==> config.mk <==
export PLATFORM = sky130hd
export DESIGN_NAME = vga_timing_gen_flat
export DESIGN_NICKNAME = d
export VERILOG_FILES = /design/src/rtl/vga_timing_if.sv /design/src/rtl/vga_timing_gen.sv /design/src/flat_wrapper.sv
export SDC_FILE = /design/constraint.sdc
export NUM_CORES = 1
export LEC_CHECK = 0
export ABC_AREA = 0
export CORE_MARGIN = 5
export CORE_UTILIZATION = 54
export CTS_CLUSTER_SIZE = 14
export DETAILED_ROUTE_END_ITERATION = 12
export GPL_ROUTABILITY_DRIVEN = 1
export PLACE_DENSITY = 0.89
export SLEW_MARGIN = 10
export SYNTH_ARGS = -nofsm -noshare
export SYNTH_HDL_FRONTEND = slang
export SYNTH_SLANG_ARGS = --single-unit
==> constraint.sdc <==
create_clock -name reloj -period 3.9 [get_ports reloj]
set_input_delay 0.975 -clock reloj [delete_from_list [all_inputs] [get_ports reloj]]
set_output_delay 0.975 -clock reloj [all_outputs]
set_load 0.05 [all_outputs]
==> src/rtl/vga_timing_if.sv <==
// ----------------------------------------------------------------------------
// vga_timing_if
// Bundles the raster timing outputs of vga_timing_gen so that downstream
// consumers (tile/font lookup, colour path) take a single port.
//   pixel_tick   : one-reloj-cycle pixel enable
//   Qh / Qv      : horizontal pixel / vertical line counters
//   hsync/vsync  : active-low sync pulses
//   video_on     : high inside the visible area
//   end_of_frame : one-cycle pulse on the last pixel of a frame
// master = timing generator, slave = consumer.
// ----------------------------------------------------------------------------
interface vga_timing_if;
   logic       pixel_tick;
   logic [9:0] Qh;
   logic [9:0] Qv;
   logic       hsync;
   logic       vsync;
   logic       video_on;
   logic       end_of_frame;

   modport master (
      output pixel_tick, Qh, Qv, hsync, vsync, video_on, end_of_frame
   );

   modport slave (
      input  pixel_tick, Qh, Qv, hsync, vsync, video_on, end_of_frame
   );
endinterface

==> src/rtl/vga_timing_gen.sv <==
// ----------------------------------------------------------------------------
// vga_timing_gen
// VGA raster timing generator (default 640x480 @ 60 Hz, 800x525 totals).
// A divide-by-DIV counter on the system clock produces the pixel enable;
// Qh/Qv advance on that enable and the sync/blanking flags are registered
// from the decode of the next counter values, so every raster output
// changes on the same edge and is glitch-free.
// Ports:
//   reloj  : system clock, rising edge
//   reset  : synchronous, active-high reset
//   vga    : vga_timing_if.master (pixel_tick, Qh, Qv, hsync, vsync,
//            video_on, end_of_frame)
// ----------------------------------------------------------------------------
module vga_timing_gen #(
   parameter int DIV       = 4,
   parameter int H_VISIBLE = 640,
   parameter int H_FP      = 16,
   parameter int H_SYNC    = 96,
   parameter int H_BP      = 48,
   parameter int V_VISIBLE = 480,
   parameter int V_FP      = 10,
   parameter int V_SYNC    = 2,
   parameter int V_BP      = 33
) (
   input  logic         reloj,
   input  logic         reset,
   vga_timing_if.master vga
);

   localparam int H_TOTAL = H_VISIBLE + H_FP + H_SYNC + H_BP;
   localparam int V_TOTAL = V_VISIBLE + V_FP + V_SYNC + V_BP;
   localparam int DIV_W   = $clog2(DIV);

   localparam logic [DIV_W-1:0] DIV_LAST = DIV_W'(DIV - 1);

   localparam logic [9:0] H_LAST   = 10'(H_TOTAL - 1);
   localparam logic [9:0] H_VIS    = 10'(H_VISIBLE);
   localparam logic [9:0] HS_START = 10'(H_VISIBLE + H_FP);
   localparam logic [9:0] HS_END   = 10'(H_VISIBLE + H_FP + H_SYNC);
   localparam logic [9:0] V_LAST   = 10'(V_TOTAL - 1);
   localparam logic [9:0] V_VIS    = 10'(V_VISIBLE);
   localparam logic [9:0] VS_START = 10'(V_VISIBLE + V_FP);
   localparam logic [9:0] VS_END   = 10'(V_VISIBLE + V_FP + V_SYNC);

   logic [DIV_W-1:0] div_cnt_q, div_cnt_d;
   logic [9:0]       qh_q, qh_d;
   logic [9:0]       qv_q, qv_d;
   logic             hsync_q, hsync_d;
   logic             vsync_q, vsync_d;
   logic             video_on_q, video_on_d;
   logic             tick;

   // Sync pulses are active low inside their window.
   function automatic logic hsync_dec(input logic [9:0] h);
      return !((h >= HS_START) && (h < HS_END));
   endfunction

   function automatic logic vsync_dec(input logic [9:0] v);
      return !((v >= VS_START) && (v < VS_END));
   endfunction

   function automatic logic video_dec(input logic [9:0] h, input logic [9:0] v);
      return (h < H_VIS) && (v < V_VIS);
   endfunction

   always_comb begin
      tick      = (div_cnt_q == DIV_LAST);
      div_cnt_d = tick ? '0 : div_cnt_q + DIV_W'(1);
      qh_d      = qh_q;
      qv_d      = qv_q;
      if (tick) begin
         if (qh_q == H_LAST) begin
            qh_d = '0;
            qv_d = (qv_q == V_LAST) ? 10'd0 : qv_q + 10'd1;
         end else begin
            qh_d = qh_q + 10'd1;
         end
      end
      // Decode the position the counters are about to hold, so the
      // registered flags line up with Qh/Qv on the same edge.
      hsync_d    = hsync_dec(qh_d);
      vsync_d    = vsync_dec(qv_d);
      video_on_d = video_dec(qh_d, qv_d);
   end

   always_ff @(posedge reloj) begin
      if (reset) begin
         div_cnt_q  <= '0;
         qh_q       <= '0;
         qv_q       <= '0;
         hsync_q    <= hsync_dec(10'd0);
         vsync_q    <= vsync_dec(10'd0);
         video_on_q <= video_dec(10'd0, 10'd0);
      end else begin
         div_cnt_q  <= div_cnt_d;
         qh_q       <= qh_d;
         qv_q       <= qv_d;
         hsync_q    <= hsync_d;
         vsync_q    <= vsync_d;
         video_on_q <= video_on_d;
      end
   end

   assign vga.pixel_tick   = tick;
   assign vga.Qh           = qh_q;
   assign vga.Qv           = qv_q;
   assign vga.hsync        = hsync_q;
   assign vga.vsync        = vsync_q;
   assign vga.video_on     = video_on_q;
   assign vga.end_of_frame = tick && (qh_q == H_LAST) && (qv_q == V_LAST);

endmodule

==> src/flat_wrapper.sv <==
// flat-port wrapper written by rule: the top's interface ports become plain ports
module vga_timing_gen_flat 
#(
   parameter int DIV       = 4,
   parameter int H_VISIBLE = 640,
   parameter int H_FP      = 16,
   parameter int H_SYNC    = 96,
   parameter int H_BP      = 48,
   parameter int V_VISIBLE = 480,
   parameter int V_FP      = 10,
   parameter int V_SYNC    = 2,
   parameter int V_BP      = 33
)
  (reloj, reset, vga_pixel_tick, vga_Qh, vga_Qv, vga_hsync, vga_vsync, vga_video_on, vga_end_of_frame);
  vga_timing_if vga_i ();
  input  logic reloj;
  input  logic reset;
  output wire logic [$bits(vga_i.pixel_tick)-1:0] vga_pixel_tick;
  output wire logic [$bits(vga_i.Qh)-1:0] vga_Qh;
  output wire logic [$bits(vga_i.Qv)-1:0] vga_Qv;
  output wire logic [$bits(vga_i.hsync)-1:0] vga_hsync;
  output wire logic [$bits(vga_i.vsync)-1:0] vga_vsync;
  output wire logic [$bits(vga_i.video_on)-1:0] vga_video_on;
  output wire logic [$bits(vga_i.end_of_frame)-1:0] vga_end_of_frame;
  assign vga_pixel_tick = vga_i.pixel_tick;
  assign vga_Qh = vga_i.Qh;
  assign vga_Qv = vga_i.Qv;
  assign vga_hsync = vga_i.hsync;
  assign vga_vsync = vga_i.vsync;
  assign vga_video_on = vga_i.video_on;
  assign vga_end_of_frame = vga_i.end_of_frame;
  vga_timing_gen #(.DIV(DIV), .H_VISIBLE(H_VISIBLE), .H_FP(H_FP), .H_SYNC(H_SYNC), .H_BP(H_BP), .V_VISIBLE(V_VISIBLE), .V_FP(V_FP), .V_SYNC(V_SYNC), .V_BP(V_BP)) u_core (.reloj(reloj), .reset(reset), .vga(vga_i));
endmodule
==> impl_results.html <==
<table>
<tr><th>Metric</th><th>Value</th></tr>
<tr><th colspan="2">Outcome</th></tr>
<tr><td>Outcome</td><td>finished clean</td></tr>
<tr><th colspan="2">Worst hold path</th></tr>
<tr><td>Worst Hold Path EP</td><td>u_core.div_cnt_q[0]$_SDFF_PP0_</td></tr>
<tr><td>Number of instances on the worst hold path</td><td>1</td></tr>
<tr><td>Hold wc startpoint</td><td>u_core.div_cnt_q[0]$_SDFF_PP0_</td></tr>
<tr><td>Class of the most critical hold timing path</td><td>flop to flop</td></tr>
<tr><th colspan="2">Route</th></tr>
<tr><td>DRC violations left</td><td>0</td></tr>
<tr><td>Post-detailed-route count of antenna-violating nets</td><td>0</td></tr>
<tr><td>Final WL</td><td>3.236 mm</td></tr>
<tr><td>Wire length per cell after detailed routing</td><td>14.84 µm</td></tr>
<tr><td>Number of violations reported at the end of detailed-routing iteration 0</td><td>66</td></tr>
<tr><td>Via count</td><td>1324</td></tr>
<tr><td>Pre-Repair DR Iteration Count</td><td>4</td></tr>
<tr><td>Number of vias per cell after detailed routing</td><td>6.073</td></tr>
<tr><th colspan="2">CTS</th></tr>
<tr><td>Number of buffers added for setup after CTS</td><td>0</td></tr>
<tr><td>CTS tree</td><td>done</td></tr>
<tr><td>Largest buffer count on any clock path</td><td>2</td></tr>
<tr><td>Post_cts resized</td><td>0</td></tr>
<tr><td>Clock transition at the registers of the reported paths</td><td>150 ps</td></tr>
<tr><td>H-tree levels</td><td>1</td></tr>
<tr><td>Clock root buffer master</td><td>sky130_fd_sc_hd__clkbuf_4</td></tr>
<tr><td>CTS buffer count</td><td>3</td></tr>
<tr><td>Skew-Pair Late Insertion Delay</td><td>330 ps</td></tr>
<tr><td>Hold buffer count at cts</td><td>0</td></tr>
<tr><td>Clock Sinks</td><td>25</td></tr>
<tr><th colspan="2">Yosys</th></tr>
<tr><td>Avg Cell Area, Syn</td><td>8.232 µm²</td></tr>
<tr><td>Post-synthesis sequential element count</td><td>25</td></tr>
<tr><td>Share of synthesized area occupied by flip-flops and latches</td><td>0.3707</td></tr>
<tr><td>Most area-hungry cell type in the Yosys netlist</td><td>sky130_fd_sc_hd__dfxtp_1</td></tr>
<tr><td>Synth cell types</td><td>39</td></tr>
<tr><td>Most numerous cell in the Yosys netlist</td><td>sky130_fd_sc_hd__dfxtp_1</td></tr>
<tr><td>Cell area after synthesis</td><td>1350 µm²</td></tr>
<tr><td>Post-Syn Instances</td><td>164</td></tr>
<tr><td>Top cell type's share of synthesized area</td><td>0.3707</td></tr>
<tr><td>Largest cells by area after synthesis</td><td>sky130_fd_sc_hd__dfxtp_1, sky130_fd_sc_hd__nor2_1, sky130_fd_sc_hd__nand2_1</td></tr>
<tr><td>Number of synthesized flops with an enable pin</td><td>0</td></tr>
<tr><td>Syn Nets</td><td>170</td></tr>
<tr><td>Most frequent cells after synthesis</td><td>sky130_fd_sc_hd__dfxtp_1, sky130_fd_sc_hd__nor2_1, sky130_fd_sc_hd__nand2_1</td></tr>
<tr><td>Ys flop type</td><td>sky130_fd_sc_hd__dfxtp_1</td></tr>
<tr><td>Async SR Flop Fraction</td><td>0</td></tr>
<tr><td>Yosys warnings</td><td>0</td></tr>
<tr><th colspan="2">Setup path</th></tr>
<tr><td>Depth of the worst register-to-register path</td><td>7</td></tr>
<tr><td>Arrival @ worst endpoint</td><td>2500 ps</td></tr>
<tr><td>Type of origin of the critical path</td><td>flop</td></tr>
<tr><td>CP required</td><td>2920 ps</td></tr>
<tr><td>CP max FO</td><td>7</td></tr>
<tr><td>Endpoint of the worst register-to-register path</td><td>u_core.vga.vsync$_SDFF_PP1_</td></tr>
<tr><td>Kind of critical path</td><td>flop to output pin</td></tr>
<tr><td>Reg-to-reg slack, setup</td><td>1370 ps</td></tr>
<tr><td>Worst R2R Start</td><td>u_core.div_cnt_q[0]$_SDFF_PP0_</td></tr>
<tr><td>Element type at the critical path end</td><td>output pin</td></tr>
<tr><th colspan="2">Finish</th></tr>
<tr><td>Non-Filler Instances</td><td>218</td></tr>
<tr><td>FILL cells</td><td>203</td></tr>
<tr><td>Antenna Cells</td><td>0</td></tr>
<tr><td>Area Growth Syn to Fin</td><td>22.80%</td></tr>
<tr><td>Final layout net count</td><td>195</td></tr>
<tr><td>Fraction of layout cells with a size suffix above 1</td><td>0.05319</td></tr>
<tr><th colspan="2">Pwr</th></tr>
<tr><td>Fraction of power spent switching nets</td><td>0.2454</td></tr>
<tr><td>Clock network fraction of total power</td><td>0.308</td></tr>
<tr><td>Fraction of power consumed by combinational cells</td><td>0.052</td></tr>
<tr><td>Internal Dissipation</td><td>0.3080 mW</td></tr>
<tr><td>Power density over the cells</td><td>246.2 nW/µm²</td></tr>
<tr><td>Peak supply drop</td><td>0.1866 mV</td></tr>
<tr><td>Total power consumption of the routed design</td><td>0.4081 mW</td></tr>
<tr><td>Sw power</td><td>0.1002 mW</td></tr>
<tr><td>Power share of the sequential group</td><td>0.640</td></tr>
<tr><td>Leakage power figure</td><td>0.5603 nW</td></tr>
<tr><th colspan="2">Die</th></tr>
<tr><td>Overall die area</td><td>3600 µm²</td></tr>
<tr><td>Initial Util</td><td>0.5550</td></tr>
<tr><td>X dimension of the die</td><td>60 µm</td></tr>
<tr><td>Core region area</td><td>2432 µm²</td></tr>
<tr><td>Io pins</td><td>27</td></tr>
<tr><td>Die Ht</td><td>60 µm</td></tr>
<tr><td>Placement row count</td><td>18</td></tr>
<tr><th colspan="2">STA</th></tr>
<tr><td>Final number of max-transition violations</td><td>0</td></tr>
<tr><td>Setup repair after global routing missed its margin</td><td>false</td></tr>
<tr><td>Transition time of the tightest slew-check pin</td><td>927.7 ps</td></tr>
<tr><td>Final critical-path setup slack</td><td>422.6 ps</td></tr>
<tr><td>Summed negative setup slack over all endpoints</td><td>0 ps</td></tr>
<tr><td>Final setup violation count</td><td>0</td></tr>
<tr><td>Count of endpoints failing hold in the final timing report</td><td>0</td></tr>
<tr><td>Final period util</td><td>0.8916</td></tr>
<tr><td>Post-Route Hold Slack</td><td>453.1 ps</td></tr>
<tr><td>Clock skew</td><td>16.13 ps</td></tr>
<tr><td>Worst relative slew slack</td><td>0.3796</td></tr>
<tr><td>Maximum operating frequency</td><td>287.6 MHz</td></tr>
<tr><td>Final min period</td><td>3477 ps</td></tr>
<tr><th colspan="2">GRT</th></tr>
<tr><td>Overall routing resource usage</td><td>0.1938</td></tr>
<tr><td>Vias in the first global route</td><td>1210</td></tr>
<tr><td>Antenna violations before repair</td><td>0</td></tr>
<tr><td>Pin count of the biggest net entering global routing</td><td>25</td></tr>
<tr><td>Final global-route overflow total</td><td>0</td></tr>
<tr><td>First-pass GRT wire length</td><td>5.382 mm</td></tr>
<tr><th colspan="2">Placement</th></tr>
<tr><td>Count of input and output buffers</td><td>26</td></tr>
<tr><td>Post-Place Setup Slack</td><td>817.1 ps</td></tr>
<tr><td>Routability cong.</td><td>0.7814</td></tr>
<tr><td>Number of placed instances, taps included</td><td>214</td></tr>
<tr><td>HPWL after DPL</td><td>2.326 mm</td></tr>
<tr><th colspan="2">Flow run</th></tr>
<tr><td>Max cap viols</td><td>0</td></tr>
</table>
==> metrics by stage <==
step	cell area, µm²	utilization
global placement	1627	0.6687
CTS	1658	0.6816
finish	1658	0.6816
global route	1658	0.6816
detailed placement	1627	0.6687
floorplan	1350	-
==> registers in the layout (all words and copies together), names as in the netlist <==
name,cells
u_core.vga.vsync,1
u_core.vga.Qh,10
u_core.vga.Qv,10
u_core.div_cnt_q,2
u_core.vga.hsync,1
u_core.vga.video_on,1
==> critical path, stage by stage (launching register included) <==
cell	delay, ps
sky130_fd_sc_hd__dfxtp_1	390
sky130_fd_sc_hd__or4b_4	570
sky130_fd_sc_hd__nor4_4	230
sky130_fd_sc_hd__and2_1	170
sky130_fd_sc_hd__clkdlybuf4s50_1	800
==> worst max path at each step <==
stage	from	endpoint	slack, ps	cells after the start
floorplan	u_core.div_cnt_q[0]$_SDFF_PP0_	vga_end_of_frame	770	6
global placement	u_core.vga.Qh[5]$_SDFF_PP0_	vga_end_of_frame	830	4
detailed placement	u_core.vga.Qh[5]$_SDFF_PP0_	vga_end_of_frame	820	4
CTS	u_core.vga.Qh[5]$_SDFF_PP0_	vga_end_of_frame	410	4
global route	u_core.vga.Qv[0]$_SDFF_PP0_	vga_end_of_frame	290	6
finish	u_core.vga.Qh[5]$_SDFF_PP0_	vga_end_of_frame	420	4
==> cell usage in the layout, fill, tap and decap left out, types with 2 or more instances in the layout <==
cell type and count:
sky130_fd_sc_hd__o31ai_1 2, sky130_fd_sc_hd__nand2_1 14, sky130_fd_sc_hd__nand3b_1 4, sky130_fd_sc_hd__nand4b_1 2
sky130_fd_sc_hd__a21oi_1 10, sky130_fd_sc_hd__nand3_1 10, sky130_fd_sc_hd__o31a_1 2, sky130_fd_sc_hd__ha_1 4
sky130_fd_sc_hd__o21ai_0 6, sky130_fd_sc_hd__xor2_1 5, sky130_fd_sc_hd__clkbuf_4 3, sky130_fd_sc_hd__and3_1 6
sky130_fd_sc_hd__clkdlybuf4s50_1 26, sky130_fd_sc_hd__nor3_1 10, sky130_fd_sc_hd__nor2b_1 3, sky130_fd_sc_hd__a211o_1 2
sky130_fd_sc_hd__a22o_1 2, sky130_fd_sc_hd__nor2_1 15, sky130_fd_sc_hd__nand4_1 3, sky130_fd_sc_hd__or3_1 3
sky130_fd_sc_hd__inv_1 5, sky130_fd_sc_hd__xnor2_1 4, sky130_fd_sc_hd__dfxtp_1 25, sky130_fd_sc_hd__a31o_2 2
sky130_fd_sc_hd__and2_1 4
==> cells by family after synthesis <==
group                    after synthesis  synth area share
AND/OR/NAND/NOR                       82            0.3411
flip-flops                            25            0.3707
buffers and inverters                 12           0.03522
XOR/XNOR                               9           0.05838
AO/OA/AOI/OAI                         32            0.1576
adder cells (fa/ha/maj)                4           0.03707
==> power by group through the flow <==
stage	registers (mW)	logic [mW]	clock network [mW]
after floorplan	0.269	0.0123	0
after global placement	0.266	0.0205	0
after detailed placement	0.267	0.0214	0
after CTS	0.261	0.0214	0.133
after global routing	0.262	0.0236	0.142
final	0.261	0.0212	0.126
==> per-layer routing <==
layer,part of all wire,vias to the layer above,global-route usage
li1,-,645,-
met1,0.44,624,0.2421
met2,0.49,50,0.3302
met3,0.057,5,0.03024
met4,0.016,0,0.07595
met5,0,-,0
==> area by class of cell <==
type,instances,area [µm²],share of cell area
Clock buffer,3,22.52,0.01358
Clock inverter,1,8.758,0.005283
Inverter,5,18.77,0.01132
Multi-Input combinational cell,127,802.0,0.4838
Sequential cell,25,500.5,0.3019
Tap cell,30,37.54,0.02264
Timing Repair Buffer,27,267.8,0.1615
No activity file was read; power rests on OpenSTA's default activity.
